$ cat src/rtl/init_frame_serializer.sv
// Serializes a captured LUT/BRAM INIT vector into 16-bit frame words
// over a valid/ready handshake, optionally byte-swapping each word.
module init_frame_serializer #(
    parameter int INIT_WIDTH = 64,
    parameter bit SWAP_BYTES = 1'b1,
    localparam int NUM_WORDS = INIT_WIDTH / 16,
    localparam int IDX_W = (NUM_WORDS > 1) ? $clog2(NUM_WORDS) : 1
) (
    input  logic                  Clk,
    input  logic                  Rst,
    input  logic                  Start,
    input  logic [INIT_WIDTH-1:0] INIT,
    input  logic                  Order,
    output logic [15:0]           Word_out,
    output logic                  Word_valid,
    input  logic                  Word_ready,
    output logic [IDX_W-1:0]      Word_idx,
    output logic                  Last,
    output logic                  Busy,
    output logic                  Done
);

    typedef enum logic [1:0] {
        IDLE,
        SEND,
        DONE
    } state_t;

    localparam logic [IDX_W-1:0] LAST_IDX = IDX_W'(NUM_WORDS - 1);

    state_t                  state_q, state_d;
    logic [INIT_WIDTH-1:0]   init_q, init_d;
    logic                    order_q, order_d;
    logic [IDX_W-1:0]        cnt_q, cnt_d;
    logic [IDX_W-1:0]        pos;
    logic [15:0]             src;
    logic [15:0]             frame;
    logic                    valid;

    always_ff @(posedge Clk or posedge Rst) begin
        if (Rst) begin
            state_q <= IDLE;
            init_q  <= '0;
            order_q <= 1'b0;
            cnt_q   <= '0;
        end else begin
            state_q <= state_d;
            init_q  <= init_d;
            order_q <= order_d;
            cnt_q   <= cnt_d;
        end
    end

    always_comb begin
        state_d = state_q;
        init_d  = init_q;
        order_d = order_q;
        cnt_d   = cnt_q;
        valid   = 1'b0;
        Busy    = 1'b0;
        Done    = 1'b0;
        unique case (state_q)
            IDLE: begin
                if (Start) begin
                    init_d  = INIT;
                    order_d = Order;
                    cnt_d   = '0;
                    state_d = SEND;
                end
            end
            SEND: begin
                valid = 1'b1;
                Busy  = 1'b1;
                if (Word_ready) begin
                    if (cnt_q == LAST_IDX) begin
                        state_d = DONE;
                    end else begin
                        cnt_d = cnt_q + 1'b1;
                    end
                end
            end
            DONE: begin
                Done    = 1'b1;
                state_d = IDLE;
            end
            default: state_d = IDLE;
        endcase
    end

    // Position n maps to source word n, or mirrored for LSW-first order
    always_comb begin
        pos = order_q ? (LAST_IDX - cnt_q) : cnt_q;
        src = '0;
        for (int k = 0; k < NUM_WORDS; k++) begin
            if (pos == IDX_W'(k)) begin
                src = init_q[INIT_WIDTH-1-16*k -: 16];
            end
        end
        frame = SWAP_BYTES ? {src[7:0], src[15:8]} : src;
    end

    assign Word_valid = valid;
    assign Word_out   = valid ? frame : 16'h0000;
    assign Word_idx   = valid ? cnt_q : '0;
    assign Last       = valid && (cnt_q == LAST_IDX);

endmodule

$ cat config.mk
export PLATFORM = sky130hd
export DESIGN_NAME = init_frame_serializer
export DESIGN_NICKNAME = d
export VERILOG_FILES = /design/src/rtl/init_frame_serializer.sv
export SDC_FILE = /design/constraint.sdc
export NUM_CORES = 1
export LEC_CHECK = 0
export ABC_AREA = 1
export BUFFER_PORTS_ARGS = -buffer_cell sky130_fd_sc_hd__buf_2
export CAP_MARGIN = 0
export CORE_UTILIZATION = 47
export DETAILED_ROUTE_END_ITERATION = 12
export HOLD_SLACK_MARGIN = 0.02
export PLACE_DENSITY = 0.86
export SETUP_SLACK_MARGIN = 0.4
export SYNTH_ARGS = -nofsm -noshare
export SYNTH_HDL_FRONTEND = slang
export SYNTH_SLANG_ARGS = --single-unit
$ cat constraint.sdc
create_clock -name Clk -period 1.84 [get_ports Clk]
set_clock_uncertainty 0.05 [all_clocks]
set_input_delay 0.184 -clock Clk [delete_from_list [all_inputs] [get_ports Clk]]
set_output_delay 0.184 -clock Clk [all_outputs]
set_load 0.02 [all_outputs]
==> impl_results.md, run 1 <==
- Status: finished with violations
- Failing checks: negative setup slack
- Multi-input gate area: 1950 um^2
- Min-Delay Path Class: input port to flop
- Initial Utilization: 49.1%
- Max FO, Critical Path: 8
- Power per Cell Area: 2050 nW/um^2
- Flops & latches, synth: 69
- Register area share after synthesis: 51.2%
- CP Class: flop to output pin
- Setup slack, reg-to-reg: 160 ps
- # rows: 30
- Bufs on Longest Clock Path: 2
- Switching power: 4790 uW
- DIE AREA: 7520 um^2
- Clk slew on worst S/H paths: 70 ps
- IO buf count: 90
- Endpoints failing setup: 16
- Vias in the first global route: 2983
- Nets@finish: 550
- Final min period: 2090 ps
- # fillers: 363
- Initial DRC count: 249
- Final worst setup slack: -253 ps
- Max Cap Viol: 0
- Adder-Cell Fraction of Synth Area: 0.371%
- DR vias: 3350
- CP endpoint kind: output pin
- Placeable core area: 6870 um^2
- Worst hold slack: 26.7 ps
- DRT Pass-1 Iters: 5
- Layout cells sized above 1: 61.8%
- Xor-xnor portion of the synthesized cell area: 0%
- Syn_area_per_cell: 9.75 um^2
- CTS H-tree lvls: 3
- Pwr Total: 11300 uW
- Clock power share: 11.1%
- Crit path arrival time: 1860 ps
- Mapped Cells: 346
- First-pass GRT wire length: 14.9 mm
- Mux share of post-synthesis cell area: 16.0%
- Pre-CTS setup slack: 27.8 ps
- Layout area overhead: 63.9%
- ANT cells: 0
- Cell Area, Synth: 3370 um^2
- Slew HR: 74.4%
- Top Ports: 91
- Root buffer selected by CTS: clkbuf_8
- Final ANT Viol Nets: 0
- P_leak: 0.00272 uW
- Setup_tns: -3200 ps
- Reg power frac: 24.6%
- Vias/cell: 5.78
- Die H: 86.7 um
- Wirelength per Cell: 22.1 um
- Global route overflow: 0
- Synth Net Count: 416
- Cell-internal power: 6540 uW
- Distinct cell type count after synthesis: 19
- CP required: 1610 ps
- Sequential cell area: 1730 um^2
- Total Routing Usage GR: 26.7%
- Antenna violations before repair: 0
- Achievable frequency: 478 MHz
- Fin crit share: 114%
- Compound-Gate Fraction of Synth Area: 8.82%
- Fin. Hold Viols: 0
- Final Wtd Congestion: 0.825
- Number of clock sinks: 69
- Yosys warning count: 0
- DRC Markers: 0
- Sw Ratio: 42.2%
- DP HPWL: 5.46 mm
- Post-synthesis simple-gate area fraction: 15.6%
- CP Launch Type: flop
- Clock insertion delay at the later pin of the skew report: 330 ps
- Peak VDD IR: 0.949 mV
- TritonCTS clock tree: done
- Pins over their slew limit: 0
- RSZ-0062 raised after global routing: true
- Die W: 86.7 um
- Main combinational cell family by area after synthesis: multiplexers
- Largest net degree at the start of global routing: 70
- Comb pwr share: 64.3%
- Final wirelength: 12.8 mm
- Slew at the pin with the worst max-slew slack: 384 ps
- CTS buffer count: 9
## cell families after synthesis
family,count (synthesis)
adders and majority gates,1
AOI/OAI and AO/OA,52
DFF,69
muxes,48
and+or+nand+nor,126
buffers and inverters,50
## flip-flops by register name, indices dropped and copies added, names as in the netlist
register,count
state_q,2
order_q,1
cnt_q,2
init_q,64
## critical path: stages (launching register included)
cell and delay (ps):
dfrtp_2 470, inv_4 110, nand2_2 80, nand2_4 160, buf_12 150, nand3_1 100, nand2_2 130, nor2_1 80
nor2_2 100, buf_6 130
## Yosys cell counts
cell type | instances | area [um^2]
buf_4 | 4 | 30.0
ha_1 | 1 | 12.5
a21oi_1 | 24 | 120
a21oi_2 | 10 | 87.6
nand2_1 | 33 | 124
mux2_1 | 6 | 67.6
buf_6 | 7 | 78.8
inv_1 | 24 | 90.1
dfrtp_1 | 69 | 1730
o21ai_1 | 1 | 5.00
o21ai_0 | 17 | 85.1
nand2_2 | 2 | 12.5
nor2_1 | 56 | 210
nand3_2 | 1 | 10.0
mux2_2 | 42 | 473
nand4_1 | 1 | 6.26
inv_2 | 4 | 15.0
buf_2 | 11 | 55.1
nand3_1 | 33 | 165
## worst paths after layout
check | end | from | cells past startpoint
max reg2reg | init_q[40] | state_q[0] | 7
max | Word_out[1] | order_q | 9
min | init_q[51] | INIT[51] | 2
max in group asynchronous | cnt_q[1] | Rst | 4
min reg2reg | init_q[50] | init_q[50] | 1
min in group asynchronous | init_q[56] | Rst | 4
## cell usage in the layout, fill, tap and decap left out, types with 2 or more instances in the layout
master and n:
a21oi_1 7, a21oi_2 24, a21oi_4 3, buf_12 11
buf_16 3, buf_2 69, buf_4 13, buf_6 29
buf_8 3, clkbuf_1 3, clkbuf_16 9, clkbuf_8 11
dfrtp_1 67, dfrtp_2 2, dlygate4sd3_1 7, inv_1 21
inv_2 2, inv_4 2, mux2_2 2, mux2_4 46
nand2_1 25, nand2_2 5, nand2_4 4, nand3_1 26
nand3_2 6, nand3_4 3, nor2_1 17, nor2_2 28
nor2_4 11, o21ai_1 10, o21ai_2 7
## cell type report
class | instances | area share (%)
Inverter | 28 | 2.28
Timing Repair Buffer | 144 | 25.5
Sequential cell | 69 | 31.3
Clock buffer | 14 | 2.94
Clock inverter | 1 | 0.543
Multi-Input combinational cell | 228 | 35.3
Tap cell | 96 | 2.17
## power by group through the flow
stage	logic [uW]	registers, uW	clock network (uW)
global placement	3860	2610	0
floorplan	3080	2540	0
finish	7290	2790	1250
global route	7590	2840	1320
detailed placement	3960	2660	0
CTS	5400	2670	1220
## stage by stage
step	instance area [um^2]	util, %	std cells
floorplan	3430	-	346
global placement	3970	57.7	520
detailed placement	3970	57.7	520
CTS	4740	69.1	552
global route	5530	80.5	580
finish	5530	80.5	580
## metal layers
metal,track usage (%),part of all wire [%],vias up
li1,-,-,1418
met2,42.9,51,215
met5,0,0,-
met4,12.6,5.1,0
met3,5.33,7.6,61
met1,34.8,37,1656
## repair_timing
item / in CTS / in global routing
buffers inserted: 9 / 12
gates resized for setup: 116 / 106
hold buffers: 4 / 3
endpoints found under the setup margin: 21 / 72
pin swaps: 13 / 30
endpoints found under the hold margin: 72 / 3
cloned: 4 / 13
Power figures use the tool's default switching activity.
==> run 2, diff against run 1 <==
CORE_ASPECT_RATIO = 0.7   (was default)
==> impl_results.md, run 2 (synthesis results as in run 1) <==
- CTS buffer count: 9 (unchanged)
- Power per Cell Area: 2040 nW/um^2 (was 2050 nW/um^2)
- IO buf count: 90 (unchanged)
- DR vias: 3772 (was 3350)
- Root buffer selected by CTS: clkbuf_8 (unchanged)
- Setup_tns: -4690 ps (was -3200 ps)
- First-pass GRT wire length: 17.1 mm (was 14.9 mm)
- Largest net degree at the start of global routing: 46 (was 70)
- Max FO, Critical Path: 17 (was 8)
- Nets@finish: 585 (was 550)
- # rows: 25 (was 30)
- Slew at the pin with the worst max-slew slack: 568 ps (was 384 ps)
- Fin crit share: 119% (was 114%)
- Initial Utilization: 49.3% (was 49.1%)
- Layout area overhead: 72.5% (was 63.9%)
- Initial DRC count: 407 (was 249)
- Multi-input gate area: 1920 um^2 (was 1950 um^2)
- Achievable frequency: 457 MHz (was 478 MHz)
- Commonest non-fill, non-tap cell in the layout: buf_2 (unchanged)
- Number of clock sinks: 69 (unchanged)
- Sequential cell area: 1730 um^2 (about the same)
- Clock insertion delay at the later pin of the skew report: 360 ps (was 330 ps)
- DRT Pass-1 Iters: 5 (unchanged)
- Max Cap Viol: 0 (unchanged)
- P_leak: 0.00284 uW (was 0.00272 uW)
- Fin. Hold Viols: 0 (unchanged)
- Layout cells sized above 1: 56.2% (was 61.8%)
- Final min period: 2190 ps (was 2090 ps)
- Status: finished with violations (unchanged)
- Top Ports: 91 (unchanged)
- Final Non-Filler Cells: 612 (was 580)
- Min-Delay Path Class: input port to flop (unchanged)
- Vias in the first global route: 3293 (was 2983)
- TritonCTS clock tree: done (unchanged)
- Max reg flops: 64 (unchanged)
- Antenna violations before repair: 0 (unchanged)
- Global route overflow: 0 (unchanged)
- Endpoints failing setup: 16 (unchanged)
- Biggest register: init_q (unchanged)
- Clk slew on worst S/H paths: 70 ps (about the same)
- # fillers: 305 (was 363)
- Final Wtd Congestion: 0.802 (was 0.825)
- Wirelength per Cell: 25.4 um (was 22.1 um)
- ANT cells: 0 (unchanged)
- Final wirelength: 15.6 mm (was 12.8 mm)
- Vias/cell: 6.16 (was 5.78)
- CP endpoint kind: output pin (unchanged)
- RSZ-0062 raised after global routing: true (unchanged)
- Peak VDD IR: 1.18 mV (was 0.949 mV)
- Placeable core area: 6850 um^2 (was 6870 um^2)
- Most frequent cells in the layout: buf_2 (68), dfrtp_1 (66), dlygate4sd3_1 (43) (was buf_2 (69), dfrtp_1 (67), mux2_4 (46))
- CTS H-tree lvls: 3 (unchanged)
- Crit path arrival time: 1950 ps (was 1860 ps)
- DP HPWL: 6.15 mm (was 5.46 mm)
- Failing checks: negative setup slack (unchanged)
- DRC Markers: 0 (unchanged)
- Placed insts: 519 (was 520)
- Slew HR: 62.1% (was 74.4%)
- CP required: 1610 ps (about the same)
- Top flop regs: init_q x64, cnt_q x2, state_q x2 (unchanged)
- Total Routing Usage GR: 32.0% (was 26.7%)
- Bufs on Longest Clock Path: 2 (unchanged)
- CP Class: flop to output pin (unchanged)
- DIE AREA: 7530 um^2 (was 7520 um^2)
- Final worst setup slack: -348 ps (was -253 ps)
- Die W: 103 um (was 86.7 um)
- Die H: 72.9 um (was 86.7 um)
- CP Launch Type: flop (unchanged)
- Final ANT Viol Nets: 0 (unchanged)
- Pins over their slew limit: 0 (unchanged)
## run 2: cell count changes in the layout (fill, tap and decap cells not counted), moves of 5 or more
cell / before / now
mux2_2: 2 / 8
mux2_4: 46 / 39
o21ai_1: 10 / 15
nand2_2: 5 / 10
nand2_1: 25 / 18
a21oi_2: 24 / 11
buf_4: 13 / 20
buf_6: 29 / 23
dlygate4sd3_1: 7 / 43
a21oi_1: 7 / 18
## run 2: final timing paths
| kind | cells after the start | slack [ps] | to | startpoint |
|---|---|---|---|---|
| max | 8 | -350 | Word_out[1] | order_q |
| min | 2 | 30 | init_q[35] | INIT[35] |
| max reg2reg | 6 | 280 | init_q[32] | state_q[1] |
| min reg2reg | 1 | 460 | init_q[56] | init_q[56] |
| max in group asynchronous | 4 | 810 | init_q[39] | Rst |
| min in group asynchronous | 3 | 370 | init_q[57] | Rst |
## run 2: through the flow
step	setup WS [ps]	utilization, %	total power [uW]	hold WS (ps)	cell area, um^2
CTS	-166	73.3	9290	23.6	5020
global placement	207	58.3	6540	209	4000
detailed placement	41.3	58.3	6720	208	4000
floorplan	386	-	5620	266	3430
global route	-396	84.9	12200	9.61	5820
finish	-348	84.9	11900	26.1	5820
## run 2: worst max-delay path: stages (launching register included)
cell and delay [ps]:
dfrtp_2 480, clkinv_4 140, nand2_8 120, nand2_8 100, buf_12 190, a21oi_1 150, nor2_1 90, nor2_2 170
buf_6 140
## run 2: cell type report
class	count	share of cell area (%)
multi-input combinational	228	32.9
timing repair buffer	179	30.0
sequential	69	29.7
clock buffer	12	2.49
inverter	28	2.21
tap	94	2.02
clock inverter	2	0.602
## run 2: power by group
part           total, uW  leakage, uW  internal [uW]  switching [uW]
clock               1250    0.0000923            648             603
sequential          2860     0.000795           2270             581
combinational       7770      0.00195           3670            4100
total              11900      0.00284           6590            5290
## run 2: per-layer routing
metal  routed length (um)  GRT usage [%]
met1                 5540           39.1
met3                 1780           10.1
met2                 7180           52.6
met4                 1060           13.9
met5                    0              0
## run 2: what timing repair did
| action | in CTS | in global routing |
|---|---|---|
| gates cloned | 5 | 13 |
| endpoints found under the hold margin | 58 | 5 |
| hold buffers | 38 | 5 |
| endpoints found under the setup margin | 23 | 76 |
| pin swaps | 7 | 24 |
| buffers inserted | 7 | 11 |
| gates resized for setup | 102 | 101 |
==> run 3, diff against run 2 <==
CELL_PAD_IN_SITES_DETAIL_PLACEMENT = 1   (was default)
CELL_PAD_IN_SITES_GLOBAL_PLACEMENT = 1   (was default)
CORE_UTILIZATION = 36   (was 47)
PLACE_DENSITY = 0.87   (was 0.86)
SLEW_MARGIN = 20   (was default)
==> impl_results.md, run 3 (synthesis results as in run 1) <==
- Endpoints failing setup: 16 (unchanged)
- Worst setup path start: order_q (unchanged)
- R2R Path Start: state_q[0] (was state_q[1])
- Bufs on Longest Clock Path: 2 (unchanged)
- Post-route cell area: 5710 um^2 (was 5820 um^2)
- TritonCTS clock tree: done (unchanged)
- CP endpoint kind: output pin (unchanged)
- Vias in the first global route: 3581 (was 3293)
- DRT met1 WL: 6.35 mm (was 5.54 mm)
- CTS H-tree lvls: 3 (unchanged)
- Top flop regs: init_q x64, cnt_q x2, state_q x2 (unchanged)
- Failing checks: negative setup slack (unchanged)
- Crit path arrival time: 1980 ps (was 1950 ps)
- Initial DRC count: 180 (was 407)
- CP Class: flop to output pin (unchanged)
- P_leak: 0.00273 uW (was 0.00284 uW)
- Slew HR: 62.7% (was 62.1%)
- IO buf count: 90 (unchanged)
- First-pass GRT wire length: 21.3 mm (was 17.1 mm)
- Hold Startpoint: INIT[47] (was INIT[35])
- Layout area overhead: 69.3% (was 72.5%)
- Nets@finish: 543 (was 585)
- RSZ-0062 raised after global routing: true (unchanged)
- Die H: 83.0 um (was 72.9 um)
- Final ANT Viol Nets: 0 (unchanged)
- Achievable frequency: 451 MHz (was 457 MHz)
- Power per Cell Area: 2150 nW/um^2 (was 2040 nW/um^2)
- Reg2reg path depth: 5 (was 6)
- Root buffer selected by CTS: clkbuf_16 (was clkbuf_8)
- Initial Utilization: 37.2% (was 49.3%)
- Final wirelength: 16.1 mm (was 15.6 mm)
- DRT Pass-1 Iters: 4 (was 5)
- RR Endpoint: init_q[6] (was init_q[32])
- DRC Markers: 0 (unchanged)
- Final Wtd Congestion: 0.785 (was 0.802)
- CP required: 1610 ps (about the same)
- Worst hold slack: 12.0 ps (was 26.1 ps)
- Layout cells sized above 1: 66.5% (was 56.2%)
- Fin crit share: 120% (was 119%)
- Final worst setup slack: -377 ps (was -348 ps)
- Total Routing Usage GR: 29.6% (was 32.0%)
- Die W: 118 um (was 103 um)
- Setup slack, reg-to-reg: 230 ps (was 280 ps)
- ANT cells: 0 (unchanged)
- Highest metal used: met4 (unchanged)
- Post-Route Utilization: 63.0% (was 84.9%)
- Max Cap Viol: 0 (unchanged)
- Biggest register: init_q (unchanged)
- Placeable core area: 9070 um^2 (was 6850 um^2)
- Number of clock sinks: 69 (unchanged)
- Min-Delay Path Class: input port to flop (unchanged)
- Clk slew on worst S/H paths: 70 ps (about the same)
- Commonest non-fill, non-tap cell in the layout: buf_2 (unchanged)
- Fin. Hold Viols: 0 (unchanged)
- Max reg flops: 64 (unchanged)
- Pins over their slew limit: 0 (unchanged)
- Status: finished with violations (unchanged)
- Worst Setup EP: Word_out[3] (was Word_out[1])
- Routed wl met2: 7.93 mm (was 7.18 mm)
- Placed Area: 4070 um^2 (was 4000 um^2)
- Pre-CTS setup slack: -36.2 ps (was 41.3 ps)
- CP Launch Type: flop (unchanged)
- Vias/cell: 5.56 (was 6.16)
- Wirelength per Cell: 26.8 um (was 25.4 um)
- Final min period: 2220 ps (was 2190 ps)
- Top Ports: 91 (unchanged)
- Antenna violations before repair: 0 (unchanged)
- Met3 wire length: 1.19 mm (was 1.78 mm)
- DR vias: 3346 (was 3772)
- Largest net degree at the start of global routing: 30 (was 46)
- DP HPWL: 6.92 mm (was 6.15 mm)
- Global route overflow: 0 (unchanged)
- Most frequent cells in the layout: buf_2 (72), dfrtp_1 (66), mux2_4 (45) (was buf_2 (68), dfrtp_1 (66), dlygate4sd3_1 (43))
- DIE AREA: 9770 um^2 (was 7530 um^2)
- Max FO, Critical Path: 8 (was 17)
- Slew at the pin with the worst max-slew slack: 558 ps (was 568 ps)
- CTS buffer count: 9 (unchanged)
- Clock insertion delay at the later pin of the skew report: 350 ps (was 360 ps)
- # rows: 29 (was 25)
- Peak VDD IR: 1.24 mV (was 1.18 mV)
==> run 3: through the flow <==
| stage | TNS (ps) | power, uW | cells |
|---|---|---|---|
| 6_report | -4860 | 12300 | 602 |
| 5_1_grt | -5640 | 12600 | 602 |
| 4_1_cts | -2570 | 10500 | 589 |
| 3_5_place_dp | -36.2 | 6880 | 550 |
| 3_3_place_gp | 0 | 6680 | 550 |
| 2_1_floorplan | 0 | 5620 | 346 |
==> run 3: power by group <==
part	internal, uW	switching (uW)
registers	2280	602
logic	3610	4100
clock network	923	754
total	6800	5460
==> run 3: critical path, stage by stage (launching register included) <==
cell,delay (ps)
dfrtp_1,440
inv_2,160
nand2_2,100
nand2_4,150
buf_12,130
nand3_4,180
o21ai_1,250
nor2_2,70
buf_2,160
==> run 3: cell type report <==
type                    count  area, um^2
inverters                  28         116
repair buffers            136        1380
well taps                 124         155
multi-input cells         229        2050
flip-flops and latches     69        1730
clock inverters             6        48.8
clock buffers              10         229
fillers                   968        3360
==> run 3: layer usage <==
metal / vias up / track usage (%)
li1: 1409 / -
met1: 1701 / 37.0
met2: 185 / 49.0
met3: 51 / 8.79
met4: 0 / 9.91
met5: - / 0
==> run 3: timing repair <==
item	4_1_cts	5_1_grt
setup endpoints to repair	66	91
gates cloned	10	5
endpoints found under the hold margin	18	1
resized for setup	149	88
pin swaps	11	17
hold buffers	1	1
setup buffers	12	7
==> run 3: worst min path at each step <==
stage	slack (ps)	endpoint	depth (start not counted)
floorplan	270	init_q[34]	1
CTS	20	init_q[47]	2
finish	10	init_q[47]	2
global route	20	init_q[38]	2
global placement	200	init_q[9]	2
detailed placement	200	init_q[9]	2
